[src/rtl/idu_decode_stage_pkg.sv]
// Shared decode constants, ALU operation/source encodings and the decoded-instruction record.
package idu_decode_stage_pkg;

    typedef enum logic [3:0] {
        ALUOP_OR  = 4'd0,
        ALUOP_AND = 4'd1,
        ALUOP_ADD = 4'd2,
        ALUOP_SUB = 4'd3,
        ALUOP_XOR = 4'd4,
        ALUOP_NOR = 4'd5,
        ALUOP_SLL = 4'd6,
        ALUOP_SRL = 4'd7,
        ALUOP_SRA = 4'd8
    } aluop_e;

    typedef enum logic [2:0] {
        SRC_RT  = 3'd0,
        SRC_IMM = 3'd1,
        SRC_SA  = 3'd2,
        SRC_PC  = 3'd3
    } alu_src_e;

    typedef enum logic {
        ST_RUN,
        ST_STALLED
    } stall_st_e;

    localparam logic [4:0] REG_ZERO = 5'd0;
    localparam logic [4:0] REG_RA   = 5'd31;

    localparam logic [5:0] OP_SPECIAL = 6'h00;
    localparam logic [5:0] OP_J       = 6'h02;
    localparam logic [5:0] OP_JAL     = 6'h03;
    localparam logic [5:0] OP_BEQ     = 6'h04;
    localparam logic [5:0] OP_BNE     = 6'h05;
    localparam logic [5:0] OP_ADDIU   = 6'h09;
    localparam logic [5:0] OP_ANDI    = 6'h0C;
    localparam logic [5:0] OP_ORI     = 6'h0D;
    localparam logic [5:0] OP_XORI    = 6'h0E;
    localparam logic [5:0] OP_LUI     = 6'h0F;
    localparam logic [5:0] OP_LW      = 6'h23;
    localparam logic [5:0] OP_SW      = 6'h2B;

    localparam logic [5:0] FN_SLL  = 6'h00;
    localparam logic [5:0] FN_SRL  = 6'h02;
    localparam logic [5:0] FN_SRA  = 6'h03;
    localparam logic [5:0] FN_ADDU = 6'h21;
    localparam logic [5:0] FN_SUBU = 6'h23;
    localparam logic [5:0] FN_AND  = 6'h24;
    localparam logic [5:0] FN_OR   = 6'h25;
    localparam logic [5:0] FN_XOR  = 6'h26;
    localparam logic [5:0] FN_NOR  = 6'h27;

    typedef struct packed {
        aluop_e      aluop;
        alu_src_e    alu_src;
        logic [31:0] ext_imm;
        logic [4:0]  sa;
        logic [4:0]  waddr;
        logic        wen;
        logic        is_load;
        logic        is_store;
        logic        use_rs;
        logic        use_rt;
        logic        rs_zero;
    } dec_t;

endpackage

[src/rtl/idu_decode_stage_fwd_mux.sv]
// Operand forwarding select: EX (non-load) result, then MEM write data, then regfile data.
module fwd_mux
    import idu_decode_stage_pkg::*;
(
    input  logic [4:0]  raddr,
    input  logic [31:0] rf_data,
    input  logic        ex_wen,
    input  logic [4:0]  ex_waddr,
    input  logic [31:0] ex_result,
    input  logic        ex_is_load,
    input  logic        mem_wen,
    input  logic [4:0]  mem_waddr,
    input  logic [31:0] mem_wdata,
    output logic [31:0] fwd_data
);

    // Youngest producer wins; register 0 always reads the regfile.
    always_comb begin
        fwd_data = rf_data;
        if (raddr != REG_ZERO) begin
            if (ex_wen && !ex_is_load && (ex_waddr == raddr)) begin
                fwd_data = ex_result;
            end else if (mem_wen && (mem_waddr == raddr)) begin
                fwd_data = mem_wdata;
            end
        end
    end

endmodule

[src/rtl/idu_decode_stage.sv]
// ID stage: decode, regfile read, forwarding, load-use stall and ID/EX pipeline register.
module idu_decode_stage
    import idu_decode_stage_pkg::*;
#(
    parameter logic [31:0] RESET_PC = 32'h0000_0000
) (
    input  logic        clk,
    input  logic        rst,
    input  logic        in_valid,
    output logic        in_ready,
    input  logic [31:0] inst,
    input  logic [31:0] pc_in,
    input  logic        flush,
    output logic [4:0]  raddr1,
    output logic [4:0]  raddr2,
    input  logic [31:0] rdata1,
    input  logic [31:0] rdata2,
    input  logic        ex_wen,
    input  logic [4:0]  ex_waddr,
    input  logic [31:0] ex_result,
    input  logic        ex_is_load,
    input  logic        mem_wen,
    input  logic [4:0]  mem_waddr,
    input  logic [31:0] mem_wdata,
    output logic        out_valid,
    output logic [3:0]  aluop,
    output logic [2:0]  alu_src,
    output logic [31:0] rdata1_out,
    output logic [31:0] rdata2_out,
    output logic [31:0] ext_imm,
    output logic [4:0]  sa,
    output logic [31:0] pc_out,
    output logic [4:0]  waddr,
    output logic        wen,
    output logic        is_load,
    output logic        is_store
);

    logic [5:0]  opcode;
    logic [5:0]  funct;
    logic [4:0]  rs;
    logic [4:0]  rt;
    logic [4:0]  rd;
    logic [31:0] sext_imm;
    logic [31:0] zext_imm;
    logic [31:0] jtarget;
    dec_t        dec;
    logic [31:0] fwd1;
    logic [31:0] fwd2;
    logic        hazard;
    logic        stall;
    logic        issue;
    stall_st_e   state;
    stall_st_e   state_nxt;

    assign opcode   = inst[31:26];
    assign rs       = inst[25:21];
    assign rt       = inst[20:16];
    assign rd       = inst[15:11];
    assign funct    = inst[5:0];
    assign sext_imm = {{16{inst[15]}}, inst[15:0]};
    assign zext_imm = {16'h0000, inst[15:0]};
    assign jtarget  = {6'b000000, inst[25:0]};

    // Instruction decode; anything unrecognised becomes a non-writing OR/rt NOP.
    always_comb begin
        dec         = '0;
        dec.aluop   = ALUOP_OR;
        dec.alu_src = SRC_RT;
        case (opcode)
            OP_SPECIAL: begin
                case (funct)
                    FN_ADDU, FN_SUBU, FN_AND, FN_OR, FN_XOR, FN_NOR: begin
                        case (funct)
                            FN_ADDU: dec.aluop = ALUOP_ADD;
                            FN_SUBU: dec.aluop = ALUOP_SUB;
                            FN_AND:  dec.aluop = ALUOP_AND;
                            FN_XOR:  dec.aluop = ALUOP_XOR;
                            FN_NOR:  dec.aluop = ALUOP_NOR;
                            default: dec.aluop = ALUOP_OR;
                        endcase
                        dec.waddr  = rd;
                        dec.wen    = 1'b1;
                        dec.use_rs = 1'b1;
                        dec.use_rt = 1'b1;
                    end
                    FN_SLL, FN_SRL, FN_SRA: begin
                        case (funct)
                            FN_SLL:  dec.aluop = ALUOP_SLL;
                            FN_SRL:  dec.aluop = ALUOP_SRL;
                            default: dec.aluop = ALUOP_SRA;
                        endcase
                        dec.alu_src = SRC_SA;
                        dec.sa      = inst[10:6];
                        dec.waddr   = rd;
                        dec.wen     = 1'b1;
                        dec.use_rt  = 1'b1;
                    end
                    default: ;
                endcase
            end
            OP_ADDIU, OP_LW: begin
                dec.aluop   = ALUOP_ADD;
                dec.alu_src = SRC_IMM;
                dec.ext_imm = sext_imm;
                dec.waddr   = rt;
                dec.wen     = 1'b1;
                dec.is_load = (opcode == OP_LW);
                dec.use_rs  = 1'b1;
            end
            OP_SW: begin
                dec.aluop    = ALUOP_ADD;
                dec.alu_src  = SRC_IMM;
                dec.ext_imm  = sext_imm;
                dec.is_store = 1'b1;
                dec.use_rs   = 1'b1;
                dec.use_rt   = 1'b1;
            end
            OP_ANDI, OP_ORI, OP_XORI: begin
                case (opcode)
                    OP_ANDI: dec.aluop = ALUOP_AND;
                    OP_XORI: dec.aluop = ALUOP_XOR;
                    default: dec.aluop = ALUOP_OR;
                endcase
                dec.alu_src = SRC_IMM;
                dec.ext_imm = zext_imm;
                dec.waddr   = rt;
                dec.wen     = 1'b1;
                dec.use_rs  = 1'b1;
            end
            OP_LUI: begin
                dec.alu_src = SRC_IMM;
                dec.ext_imm = {inst[15:0], 16'h0000};
                dec.waddr   = rt;
                dec.wen     = 1'b1;
                dec.rs_zero = 1'b1;
            end
            OP_BEQ, OP_BNE: begin
                dec.aluop   = ALUOP_SUB;
                dec.ext_imm = sext_imm;
                dec.use_rs  = 1'b1;
                dec.use_rt  = 1'b1;
            end
            OP_J: begin
                dec.ext_imm = jtarget;
            end
            OP_JAL: begin
                dec.aluop   = ALUOP_ADD;
                dec.alu_src = SRC_PC;
                dec.ext_imm = jtarget;
                dec.waddr   = REG_RA;
                dec.wen     = 1'b1;
            end
            default: ;
        endcase
    end

    assign raddr1 = dec.rs_zero ? REG_ZERO : rs;
    assign raddr2 = rt;

    fwd_mux u_fwd_rs (
        .raddr      (raddr1),
        .rf_data    (rdata1),
        .ex_wen     (ex_wen),
        .ex_waddr   (ex_waddr),
        .ex_result  (ex_result),
        .ex_is_load (ex_is_load),
        .mem_wen    (mem_wen),
        .mem_waddr  (mem_waddr),
        .mem_wdata  (mem_wdata),
        .fwd_data   (fwd1)
    );

    fwd_mux u_fwd_rt (
        .raddr      (raddr2),
        .rf_data    (rdata2),
        .ex_wen     (ex_wen),
        .ex_waddr   (ex_waddr),
        .ex_result  (ex_result),
        .ex_is_load (ex_is_load),
        .mem_wen    (mem_wen),
        .mem_waddr  (mem_waddr),
        .mem_wdata  (mem_wdata),
        .fwd_data   (fwd2)
    );

    assign hazard = ex_is_load && ex_wen && (ex_waddr != REG_ZERO) &&
                    ((dec.use_rs && (ex_waddr == raddr1)) ||
                     (dec.use_rt && (ex_waddr == raddr2)));

    // Stall tracker register.
    always_ff @(posedge clk or posedge rst) begin
        if (rst) begin
            state <= ST_RUN;
        end else begin
            state <= state_nxt;
        end
    end

    // A load-use hazard stalls once; the cycle after, the load has moved to MEM so the
    // same hazard seen again is ignored. Flush kills the stall outright.
    always_comb begin
        stall     = 1'b0;
        state_nxt = ST_RUN;
        if ((state == ST_RUN) && in_valid && hazard && !flush) begin
            stall     = 1'b1;
            state_nxt = ST_STALLED;
        end
    end

    assign in_ready = !stall;
    assign issue    = in_valid && in_ready && !flush;

    // ID/EX register: issue the decoded instruction, otherwise insert a bubble.
    always_ff @(posedge clk or posedge rst) begin
        if (rst) begin
            out_valid  <= 1'b0;
            aluop      <= '0;
            alu_src    <= '0;
            rdata1_out <= '0;
            rdata2_out <= '0;
            ext_imm    <= '0;
            sa         <= '0;
            pc_out     <= RESET_PC;
            waddr      <= '0;
            wen        <= 1'b0;
            is_load    <= 1'b0;
            is_store   <= 1'b0;
        end else if (issue) begin
            out_valid  <= 1'b1;
            aluop      <= dec.aluop;
            alu_src    <= dec.alu_src;
            rdata1_out <= fwd1;
            rdata2_out <= fwd2;
            ext_imm    <= dec.ext_imm;
            sa         <= dec.sa;
            pc_out     <= pc_in;
            waddr      <= dec.waddr;
            wen        <= dec.wen;
            is_load    <= dec.is_load;
            is_store   <= dec.is_store;
        end else begin
            out_valid  <= 1'b0;
            wen        <= 1'b0;
            is_load    <= 1'b0;
            is_store   <= 1'b0;
        end
    end

endmodule

[config.mk]
export PLATFORM = sky130hd
export DESIGN_NAME = idu_decode_stage
export DESIGN_NICKNAME = d
export VERILOG_FILES = /design/src/rtl/idu_decode_stage_pkg.sv /design/src/rtl/idu_decode_stage_fwd_mux.sv /design/src/rtl/idu_decode_stage.sv
export SDC_FILE = /design/constraint.sdc
export NUM_CORES = 1
export LEC_CHECK = 0
export ABC_AREA = 1
export BUFFER_PORTS_ARGS = -buffer_cell sky130_fd_sc_hd__buf_4
export CAP_MARGIN = 20
export CORE_AREA = 2 2 144 146
export CTS_CLUSTER_SIZE = 8
export DETAILED_ROUTE_END_ITERATION = 12
export DIE_AREA = 0 0 146 148
export PLACE_DENSITY = 0.8
export RECOVER_POWER = 100
export SYNTH_ARGS = -nofsm -noshare
export SYNTH_HDL_FRONTEND = slang
export SYNTH_SLANG_ARGS = --single-unit
[constraint.sdc]
create_clock -name clk -period 5.65 [get_ports clk]
set_input_delay 0.8475 -clock clk [delete_from_list [all_inputs] [get_ports clk]]
set_output_delay 0.8475 -clock clk [all_outputs]
set_load 0.005 [all_outputs]
# Yosys cells after proc, flatten, opt, wreduce, memory -nomap -nowiden
# Index checks and enable logic that the tools add are counted.
[totals]
wordCells = 105
regBits = 150
in_bits = 209
[op_classes]
n_reduce_logical = 37
bitwise = 1
n_mux = 31
n_eq_ne = 23
[ops]
columns = ["operator", "n"]
rows = [
  ["$mux 32", 6],
  ["$pmux 32 s4", 1],
  ["$eq 6x6->1 const B", 8],
  ["$eq 6x4->1 const B", 5],
  ["$eq 6x2->1 const B", 4],
  ["$eq 5x5->1", 4],
  ["$pmux 6 s3", 1],
  ["$pmux 4 s2", 2],
  ["$pmux 4 s4", 1],
  ["$logic_and 1x1->1", 15],
  ["$mux 5", 3],
  ["$pmux 3 s5", 1],
  ["$reduce_bool 5->1", 3],
  ["$eq 6x3->1 const B", 2],
  ["$logic_not 6->1", 2],
  ["$reduce_or 6->1", 2],
  ["$mux 1", 10],
  ["$pmux 3 s3", 1],
  ["$reduce_or 3->1", 3],
  ["$reduce_or 9->1", 1],
  ["$reduce_or 8->1", 1],
  ["$reduce_or 7->1", 1],
  ["$mux 6", 1],
  ["$pmux 3 s2", 1],
  ["other kinds (8)", 13],
]

# Logic depth before layout (Yosys ltp)
[depth]
ltp_word = 14
mapped_depth = 17
depth_no_buf = 14

# By module
# A second synthesis with hierarchy kept.
[unflattened]
hier_cells = 1456
hier_area_um2 = 9585.4
[modules_own_cells]
columns = ["module", "area_per_inst_um2", "instances", "seq_area_each_um2", "cells_each"]
rows = [
  ["idu_decode_stage", 6820.3, 1, 3728.6, 844],
  ["fwd_mux", 1382.6, 2, 0.0, 306],
]

# Least setup slack after synthesis
# Ideal clock, no wire load.
[synth_timing]
path_type = "input -> output"
startpoint = "input inst[27]"
endpoint = "output in_ready"
stages = 11
setup_slack_ps = 2792
arrival_time_ps = 2011
cell_sequence = "buf_4 nand2_2 nor2_8 nand2_4 buf_6 nand3_1 nand2_1 nor2_2 nand4_1 nand2_2 nand2_2"
[synth_via]
elab_chain_len = 11
elab_cells_between_ends = 25
cone_classes = "eq/ne (10); mux (5); reduce/logical (10)"
[synth_rtl]
columns = ["item", "line_no", "rtl"]
rows = [
  ["start: declaration", "idu_decode_stage.sv:11", "input logic [31:0] inst,"],
  ["$eq 6x4->1", "idu_decode_stage.sv:70", "case (opcode)"],
  ["$mux 1", "idu_decode_stage.sv:70", ""],
  ["$mux 5", "idu_decode_stage.sv:158", "assign raddr1 = dec.rs_zero ? REG_ZERO : rs;"],
  ["$eq 5x5->1", "idu_decode_stage.sv:188", "((dec.use_rs && (ex_waddr == raddr1)) ||"],
  ["$logic_and 1x1->1", "idu_decode_stage.sv:188", ""],
  ["$logic_or 1x1->1 *", "idu_decode_stage.sv:188", ""],
  ["$logic_and 1x1->1 *", "idu_decode_stage.sv:187", "assign hazard = ex_is_load && ex_wen && (ex_waddr != REG_ZERO) &&"],
  ["$logic_and 1x1->1 * (2 in a row)", "idu_decode_stage.sv:205", "if ((state == ST_RUN) && in_valid && hazard && !flush) begin"],
  ["$mux 1 *", "idu_decode_stage.sv:205", ""],
  ["$logic_not 1->1 *", "idu_decode_stage.sv:211", "assign in_ready = !stall;"],
  ["end: declaration", "idu_decode_stage.sv:10", "output logic in_ready,"],
]
# Every way passes the cells marked *; elsewhere a longest branch is shown, timed or not.

# Final worst setup path
[layout_timing]
startpoint = "input inst[31]"
endpoint = "output in_ready"
# Same word-level chain as after synthesis.

==> impl_metrics.yaml <==
floorplan:
  fp-row-count: 52
  die_h_um: 148
  core_area_um2: 20000
  pin_count: 369
  start_util: 0.454
  die-area_um2: 21600
  die_w_um: 146
synthesis:
  async_flop_share: 1.00
  netlist.area_leader.share: 0.410
  synth.area.top_cells: "dfrtp_1 (41%), nand2_1 (16%), nand3_1 (14%), inv_1 (4.5%), nand2_2 (4.5%)"
  synth_nets: 1481
  syn-instance-count: 1272
  syn_area_um2: 9090
  synth_edf_count: 0
  yosysTopAreaCell: "dfrtp_1"
  ys_ff_latch: 149
  synth_warnings: 0
  avgSynthCellArea_um2: 7.15
  synth_flop_cell: "dfrtp_1"
  yosysSeqAreaShare: 0.410
  synth_cell_types: 36
clock_network:
  clock_sink_count: 149
  cts.repair.resized: 0
  root_buffer: "clkbuf_16"
  clock_path_buffers: 2
  cts_tree: "done"
  post-cts-setup-buffers: 0
  cts_inserted_buffers: 17
  cts_max_level: 4
  clock_latency_ps: 430
  clkSlewWorstSetupHoldPaths_ps: 70
  cts_hold_buffers: 0
critical_path:
  end_kind: "primary output"
  cp_max_fo: 23
  crit_chain: "clkbuf_1, nor2_1, nand2_1, nand3b_1, nand2_1, nor2_2, nand4_1, nand2_1, nand2_2, clkbuf_4"
  crit_arrival_ps: 3440
  start_kind: "input pin"
  crit_buf_inv: 2
  slowest_stage: "nor2_1"
  critPathMostFrequentCell: "nand2_1"
  required_ps: 4800
  cpPeakStageDelay_ps: 740
  cp_top_family: "simple AND/OR/NAND/NOR gates"
  worstSetupPathType: "in -> out"
run_status:
  violations: "capacitance limit, slew limit"
  status: "complete, but fails checks"
timing:
  finClkSkew_ps: 7.93
  grt_setup_unrepaired: "false"
  finalMaxSlewViolations: 98
  fin_hold_ws_ps: 479
  fmax_mhz: 233
  period_needed_ps: 4280
  fin_setup_tns_ps: 0
  max_slew.worst_pin.slew_ps: 3710
  finalCritPeriodShare: 0.758
  setup_viol: 0
  hold_violations: 0
  slew-limit-headroom: -1.47
  final.setup.worst_slack_ps: 1370
flow_run:
  maxCapViolCount: 1
global_route:
  grt_overflow: 0
  grt_pass1_wl_um: 52300
  grt.total_usage: 0.309
  antenna_found_initial: 2
  grt_max_degree: 117
  grt_pass1_vias: 9531
detailed_routing:
  wl_met1_um: 13400
  wl_met3_um: 3140
  via_per_inst: 5.37
  vias: 10100
  wl_met2_um: 15900
  first_iter_violations: 767
  drcViolationCount: 0
  totalWireLength_um: 33800
  dr.max_layer_used: "met4"
  dr.pass1.iters: 6
  wl_per_cell_um: 18.1
  ant_nets: 0
finish:
  drive_gt1_frac: 0.282
  post-route-util: 0.609
  nNetsFinal: 1797
  area_delta_synth_final_pct: 34.2
power:
  ir_drop_v: 0.000212
  p_per_area_nw_per_um2: 257
  power.total_mw: 3.14
  power.leakage_nw: 6.55
placed_design:
  place_hpwl_um: 24800
  io_buffers: 367
  dp_slack_ps: 1660
  gp_congestion: 0.925
hold_path:
  hp-class: "reg -> reg"
[layout by cell type (no fill, tap or decap), types with 31 or more instances in the layout]
master    synthesis  routed
buf_4             9     224
clkbuf_1         43      41
clkbuf_4          0     120
dfrtp_1         149     149
inv_1           110     110
nand2_1         383     418
nand2_2          65      31
nand3_1         254     254
nand4_1          39      39
o21ai_0          70      70
or2_2            31      31
[area by class of cell]
class | instances | area [um2]
clock buffers | 17 | 425
diodes | 2 | 5.00
fillers | 1939 | 7830
flip-flops and latches | 149 | 3730
inverters | 110 | 413
well taps | 270 | 338
repair buffers | 386 | 2760
clock inverters | 15 | 208
multi-input cells | 924 | 4330
[path summary, 6_finish.rpt]
path | start | to | slack [ps] | depth (start not counted)
max | inst[31] | in_ready | 1370 | 10
min | rdata1_out[29] | rdata1_out[29] | 480 | 2
max reg2reg | state | waddr[2] | 3300 | 8
min reg2reg | rdata1_out[29] | rdata1_out[29] | 480 | 2
max in group asynchronous | rst | alu_src[1] | 1640 | 3
min in group asynchronous | rst | pc_out[23] | 1790 | 2
[state kept, by name (all words and copies together), names as in the netlist]
signal      flops
wen             1
rdata1_out     32
waddr           5
sa              5
ext_imm        32
rdata2_out     32
alu_src         2
aluop           4
is_load         1
is_store        1
pc_out         32
state           1
out_valid       1
[power breakdown]
| group | total (mW) | leakage (nW) | internal, mW | switching (mW) |
|---|---|---|---|---|
| logic | 0.656 | 4.33 | 0.304 | 0.352 |
| clock network | 1.24 | 0.309 | 0.716 | 0.524 |
| registers | 1.25 | 1.92 | 1.18 | 0.0698 |
| total | 3.14 | 6.55 | 2.20 | 0.945 |
[metrics by stage]
| step | instance area [um2] | std cells |
|---|---|---|
| floorplan | 9090 | 1272 |
| global placement | 11800 | 1839 |
| detailed placement | 11800 | 1839 |
| CTS | 12500 | 1871 |
| global route | 12200 | 1873 |
| finish | 12200 | 1873 |
[logic make-up (layout without fill, tap and decap cells)]
logic type / Yosys count / after routing / share of synthesized area
buffers and inverters: 199 / 528 / 0.107
other: 1 / 3 / 0.000412
AND/OR/NAND/NOR: 819 / 819 / 0.417
XOR/XNOR: 3 / 3 / 0.00289
flip-flops: 149 / 149 / 0.410
AO/OA/AOI/OAI: 101 / 101 / 0.0629
[cell usage after synthesis, drive strengths merged, types with 2 or more instances]
master  instances
buf            46
xor2            2
o211ai          3
o221ai          4
o22ai           6
nor3            6
nand3         254
clkbuf         43
nand2         450
a221oi          3
o21ai          72
or2            31
dfrtp         149
a21oi           8
a31oi           2
nand3b          3
nand4          39
inv           110
nor2           35
[per-layer routing]
layer	track usage	up-vias
met1	0.399	4632
met2	0.504	562
met5	0	-
met4	0.126	0
met3	0.0731	90
li1	-	4768
[tightest hold or removal path: stages, from the launching register on]
cell,delay [ps]
dfrtp_1,340
nand2_1,60
nand2_1,50
Power figures use the tool's default switching activity.
